--- config.mk ---
export PLATFORM = sky130hd
export DESIGN_NAME = console_writer
export DESIGN_NICKNAME = d
export VERILOG_FILES = /design/src/rtl/console_writer.sv
export SDC_FILE = /design/constraint.sdc
export NUM_CORES = 1
export LEC_CHECK = 0
export BUFFER_PORTS_ARGS = -buffer_cell sky130_fd_sc_hd__buf_2
export CAP_MARGIN = 5
export CORE_MARGIN = 3
export CORE_UTILIZATION = 37
export DETAILED_ROUTE_END_ITERATION = 8
export PLACE_DENSITY = 0.58
export SYNTH_ARGS = -nofsm -noshare
export SYNTH_HDL_FRONTEND = slang
export SYNTH_SLANG_ARGS = --single-unit
--- constraint.sdc ---
create_clock -name clk -period 4.85 [get_ports clk]
set_clock_uncertainty 0.05 [all_clocks]
set_input_delay 0 -clock clk [delete_from_list [all_inputs] [get_ports clk]]
set_output_delay 0 -clock clk [all_outputs]
set_load 0.01 [all_outputs]
--- src/rtl/console_writer.sv ---
// Text-buffer write engine: turns a character stream into text RAM writes,
// tracking the cursor and scrolling by rotating the displayed row offset.
module console_writer #(
    parameter int COLS = 80,
    parameter int ROWS = 30
) (
    input  logic        clk,
    input  logic        rst,
    input  logic [7:0]  charIn,
    input  logic        charValid,
    output logic        charReady,
    output logic [15:0] memAddr,
    output logic [7:0]  memData,
    output logic        memWrite,
    output logic [6:0]  cursorCol,
    output logic [4:0]  cursorRow,
    output logic [4:0]  scrollRow
);

    localparam logic [1:0] INIT  = 2'd0;
    localparam logic [1:0] IDLE  = 2'd1;
    localparam logic [1:0] EXEC  = 2'd2;
    localparam logic [1:0] CLEAR = 2'd3;

    localparam logic [16:0] TOTAL    = 17'(COLS * ROWS);
    localparam logic [16:0] LINE     = 17'(COLS);
    localparam logic [6:0]  LAST_COL = 7'(COLS - 1);
    localparam logic [4:0]  LAST_ROW = 5'(ROWS - 1);
    localparam logic [7:0]  SPACE    = 8'h20;

    logic [1:0]  state;
    logic [16:0] count;
    logic [15:0] clearBase;

    logic [5:0]  rowSum;
    logic [4:0]  physRow;
    logic [15:0] lineBase;
    logic [4:0]  nextScroll;

    logic        doWrite;
    logic [7:0]  writeData;
    logic [6:0]  writeCol;
    logic [6:0]  newCol;
    logic        doNewline;

    // Both operands are below ROWS, so one conditional subtract is the modulo.
    always_comb begin
        rowSum     = {1'b0, scrollRow} + {1'b0, cursorRow};
        physRow    = (rowSum >= 6'(ROWS)) ? 5'(rowSum - 6'(ROWS)) : rowSum[4:0];
        lineBase   = 16'(physRow) * 16'(COLS);
        nextScroll = (scrollRow == LAST_ROW) ? 5'd0 : scrollRow + 5'd1;
    end

    always_comb begin
        doWrite   = 1'b0;
        writeData = charIn;
        writeCol  = cursorCol;
        newCol    = cursorCol;
        doNewline = 1'b0;
        if (charIn >= 8'h20 && charIn <= 8'h7E) begin
            doWrite = 1'b1;
            if (cursorCol == LAST_COL) begin
                newCol    = 7'd0;
                doNewline = 1'b1;
            end else begin
                newCol = cursorCol + 7'd1;
            end
        end else if (charIn == 8'h0A) begin
            newCol    = 7'd0;
            doNewline = 1'b1;
        end else if (charIn == 8'h0D) begin
            newCol = 7'd0;
        end else if (charIn == 8'h08 && cursorCol != 7'd0) begin
            doWrite   = 1'b1;
            writeData = SPACE;
            writeCol  = cursorCol - 7'd1;
            newCol    = cursorCol - 7'd1;
        end
    end

    always_ff @(posedge clk) begin
        if (rst) begin
            state     <= INIT;
            count     <= '0;
            clearBase <= '0;
            charReady <= 1'b0;
            memWrite  <= 1'b0;
            memAddr   <= '0;
            memData   <= SPACE;
            cursorCol <= '0;
            cursorRow <= '0;
            scrollRow <= '0;
        end else begin
            case (state)
                INIT: begin
                    if (count < TOTAL) begin
                        memWrite <= 1'b1;
                        memAddr  <= count[15:0];
                        memData  <= SPACE;
                        count    <= count + 17'd1;
                    end else begin
                        memWrite  <= 1'b0;
                        charReady <= 1'b1;
                        state     <= IDLE;
                    end
                end
                IDLE: begin
                    if (charValid && charReady) begin
                        charReady <= 1'b0;
                        memWrite  <= doWrite;
                        if (doWrite) begin
                            memAddr <= lineBase + 16'(writeCol);
                            memData <= writeData;
                        end
                        cursorCol <= newCol;
                        state     <= EXEC;
                        if (doNewline) begin
                            if (cursorRow == LAST_ROW) begin
                                // The old top row becomes the new bottom line.
                                scrollRow <= nextScroll;
                                clearBase <= 16'(scrollRow) * 16'(COLS);
                                count     <= '0;
                                state     <= CLEAR;
                            end else begin
                                cursorRow <= cursorRow + 5'd1;
                            end
                        end
                    end
                end
                EXEC: begin
                    memWrite  <= 1'b0;
                    charReady <= 1'b1;
                    state     <= IDLE;
                end
                CLEAR: begin
                    if (count < LINE) begin
                        memWrite <= 1'b1;
                        memAddr  <= clearBase + count[15:0];
                        memData  <= SPACE;
                        count    <= count + 17'd1;
                    end else begin
                        memWrite  <= 1'b0;
                        charReady <= 1'b1;
                        state     <= IDLE;
                    end
                end
                default: state <= INIT;
            endcase
        end
    end

endmodule

==> summary.md <==
| Metric | Value |
|---|---|
| Status | finished, final reports clean |
| Post-synthesis xor/xnor area fraction | 0.06294 |
| TritonCTS clock tree | built |
| Switching share of power | 0.2336 |
| Worst r2r src | scrollRow[0]$_SDFFE_PP0P_ |
| First-pass GRT wire length | 19730 um |
| Worst-path cell chain | ha_1 > fa_1 > xor2_1 > nand2_1 > o31ai_2 > nand2_1 > xnor2_1 > ha_1 > ha_1 > inv_1 > fa_1 > nor4_1 > xor2_1 > xnor2_1 > nor2_1 > o41ai_2 |
| Tightest hold margin | 197.5 ps |
| Remaining DRCs | 0 |
| Flop pwr share | 0.467 |
| Vias in the first global route | 3905 |
| TNS Setup | 0 ps |
| Area Overhead vs Synth | 16.18% |
| GRT Overall Usage | 0.1842 |
| Asr flop ratio synth | 0 |
| ANT nets after route | 0 |
| Critical Path Start | scrollRow[0]$_SDFFE_PP0P_ |
| CTS Root Buffer Type | clkbuf_16 |
| Post-Synth Adder-Cell Area | 0.1264 |
| Via density | 5.538 |
| Post-synthesis mux area share | 0.03203 |
| Synth Cell Area | 4453 um^2 |
| DR WL/cell | 16.07 um |
| Placed Cells incl. Taps | 708 |
| Peak supply drop | 137.0 uV |
| Leakage power | 2.186 nW |
| Clk buf depth | 2 |
| Standard-cell rows | 39 |
| Fin nets | 637 |
| Max incr delay on CP | 460 ps |
| Die Span Y | 115.7 um |
| Post-synthesis sequential area ratio | 0.3147 |
| Setup repair after global routing missed its margin | false |
| Ant diodes | 0 |
| Largest net degree at the start of global routing | 52 |
| Initial antenna violation count | 0 |
| Synth Area in Compound Gates | 0.2220 |
| Synth area leader | dfxtp_1 |
| Reg2Reg Setup Slack | 440 ps |
| Fillers | 1179 |
| FF-to-FF End | memAddr[10]$_SDFFE_PP0P_ |
| Slew @ Worst Pin | 978.0 ps |
| Fin crit period | 4413 ps |
| Combinational family with the most area after synthesis | compound AO/OA/AOI/OAI gates |
| H-tree lvl count | 3 |
| Sw Pwr | 291.8 uW |
| Remaining global-route overflow | 0 |
| Fmax | 0.2266 GHz |
| Final worst path period share | 0.9099 |
| Setup CP Type | reg -> reg |
| Clock network fraction of total power | 0.495 |
| Max Cap Viol | 0 |
| Syn Area/Cell | 8.355 um^2 |
| CP endpoint kind | flop |
| CTS Buf Count | 9 |
| Predominant post-synthesis flop cell | dfxtp_1 |
| Worst-path clk slew | 60 ps |
| Pwr Density | 241.5 nW/um^2 |
| Fin. Hold Viols | 0 |
| Critical path startpoint category | flop |
| Routed Wire Length | 11760 um |
| Worst-case reg-to-reg path depth | 16 |
| Cells after synthesis | 533 |
| Worst min-delay path class | in -> reg |
| Syn Nets | 586 |
| CORE AREA | 11610 um^2 |
| Final instance area | 5174 um^2 |
| Via count | 4054 |
| Clock Sink Count | 70 |
| Main area contributors after synthesis | dfxtp_1 31%, ha_1 10%, nor2_1 5.2%, a21oi_1 5.1%, xnor2_1 4.1% |
| Int Power | 957.4 uW |
| Library cells used by synthesis | 63 |
| Router iterations before antenna repair | 4 |
| Simple-gate share of the synthesized area | 0.2031 |
| DIE AREA | 13390 um^2 |
| Crit-path slowest cell | fa_1 |
| Chip width | 115.7 um |
| Slew Limit Fails | 0 |
| Initial DRC Count | 245 |
| Skew-Pair Late Insertion Delay | 340 ps |
| Synth Register Bits | 70 |
| Yosys top cell area share | 0.3147 |
| Most Frequent Cell on Critical Path | ha_1 |
| Dpl hpwl | 8609 um |
| RD Place Congestion | 0.8883 |
| Comb pwr share | 0.038 |
| Synth warn | 0 |
| Max FO, Critical Path | 10 |
| Post-synth top cells | 70 x dfxtp_1, 62 x nor2_1, 45 x a21oi_1 |
| Worst Path Required | 5040 ps |
| Post-synth EDFFs | 0 |
| Initial core utilization | 0.3834 |
| Most numerous cell in the Yosys netlist | dfxtp_1 |
| CP Capture Point | memAddr[10]$_SDFFE_PP0P_ |
| Layout cell share with drive strength beyond 1 | 0.1443 |
| DP Area | 4811 um^2 |
| Slew HR | 0.3480 |
| Final non-filler cell total | 732 |
| Arr. time, crit path | 4600 ps |
| IO buf count | 53 |
| Top-level I/O count | 54 |
| Final setup fails | 0 |
[worst max-delay path, delay by kind of cell (launching register included)]
family / cells / cell delay (ps)
xor+xnor: 4 / 830
flops: 1 / 410
buf+inv: 1 / 80
compound gates: 2 / 660
simple gates: 4 / 660
fa+ha+maj: 5 / 1610
[per-layer routing]
metal,up-vias,part of all wire,global-route usage
met1,1914,0.48,0.2572
met3,17,0.043,0.04021
li1,2050,-,-
met2,73,0.46,0.2789
met4,0,0.019,0.06961
met5,-,0,0
[through the flow]
step                      total power, mW  setup WS (ps)    util
after global placement             0.6381          503.5  0.4142
final                               1.249          437.1  0.4455
after CTS                           1.267          343.6  0.4451
after floorplan                    0.6202          694.5       -
after detailed placement           0.6387          361.6  0.4142
after global routing                1.298          78.89  0.4455
[kinds of logic (layout without fill, tap and decap cells)]
| kind of cell | Yosys count | in the layout |
|---|---|---|
| simple gates | 188 | 188 |
| compound gates | 147 | 147 |
| flops | 70 | 70 |
| fa+ha+maj | 42 | 42 |
| buf+inv | 40 | 96 |
| xor+xnor | 32 | 32 |
| mux | 14 | 14 |
[registers in the layout, summed over array words and instances, names as in the netlist, 2 cells and up]
signal     count
count         17
memAddr       16
clearBase      8
memData        8
cursorCol      7
cursorRow      5
scrollRow      5
state          2
[cells in the final DEF, fill, tap and decap left out, types with 4 or more instances in the layout]
cell type	Yosys	layout
a211oi_1	13	13
a21o_1	8	8
a21oi_1	45	45
a22oi_1	9	9
and3_1	10	10
buf_2	6	53
buf_4	0	4
clkbuf_16	0	9
dfxtp_1	70	70
dlygate4sd3_1	0	8
fa_1	5	5
ha_1	37	37
inv_1	15	15
mux2i_1	12	12
nand2_1	44	44
nand2b_1	5	5
nand3_1	17	17
nand4_1	5	5
nor2_1	62	62
nor2b_1	4	4
nor3_1	9	9
nor4_1	7	7
o211ai_1	8	8
o21a_1	5	5
o21ai_0	22	22
o221ai_1	5	5
or3_1	5	5
xnor2_1	21	21
xor2_1	11	11
[area by class of cell]
class	instances	area [um^2]	area share
Clock inverter	5	35.03	0.006771
Tap cell	143	178.9	0.03458
Timing Repair Buffer	65	375.4	0.07255
Sequential cell	70	1401	0.2709
Clock buffer	11	242.7	0.04692
Inverter	15	56.30	0.01088
Multi-Input combinational cell	423	2884	0.5574
[power groups by stage]
stage / clock [mW] / combinational, mW / sequential (mW)
after global routing: 0.661 / 0.0534 / 0.584
final: 0.618 / 0.0472 / 0.584
after CTS: 0.636 / 0.0474 / 0.584
after detailed placement: 0 / 0.0422 / 0.596
after floorplan: 0 / 0.0241 / 0.596
after global placement: 0 / 0.0419 / 0.596
[worst min-delay path by stage]
stage / endpoint / cells past startpoint / slack (ps) / startpoint
6_report: cursorRow[3]$_SDFFE_PP0P_ / 3 / 200 / rst
3_5_place_dp: memData[0]$_SDFFE_PP0P_ / 3 / 250 / charIn[0]
5_1_grt: memWrite$_SDFFE_PP0N_ / 3 / 240 / rst
2_1_floorplan: memData[1]$_SDFFE_PP0P_ / 2 / 100 / charIn[1]
3_3_place_gp: memData[4]$_SDFFE_PP0P_ / 3 / 230 / charIn[4]
4_1_cts: state[0]$_SDFFE_PP0P_ / 6 / 190 / charIn[7]
[timing repair]
action                                 in CTS  in global routing
setup endpoints to repair                   0                  1
hold buffers                                8                  0
buffers inserted                            0                  0
endpoints found under the hold margin       8                  0
resized for setup                           0                  1
Power figures use the tool's default switching activity.
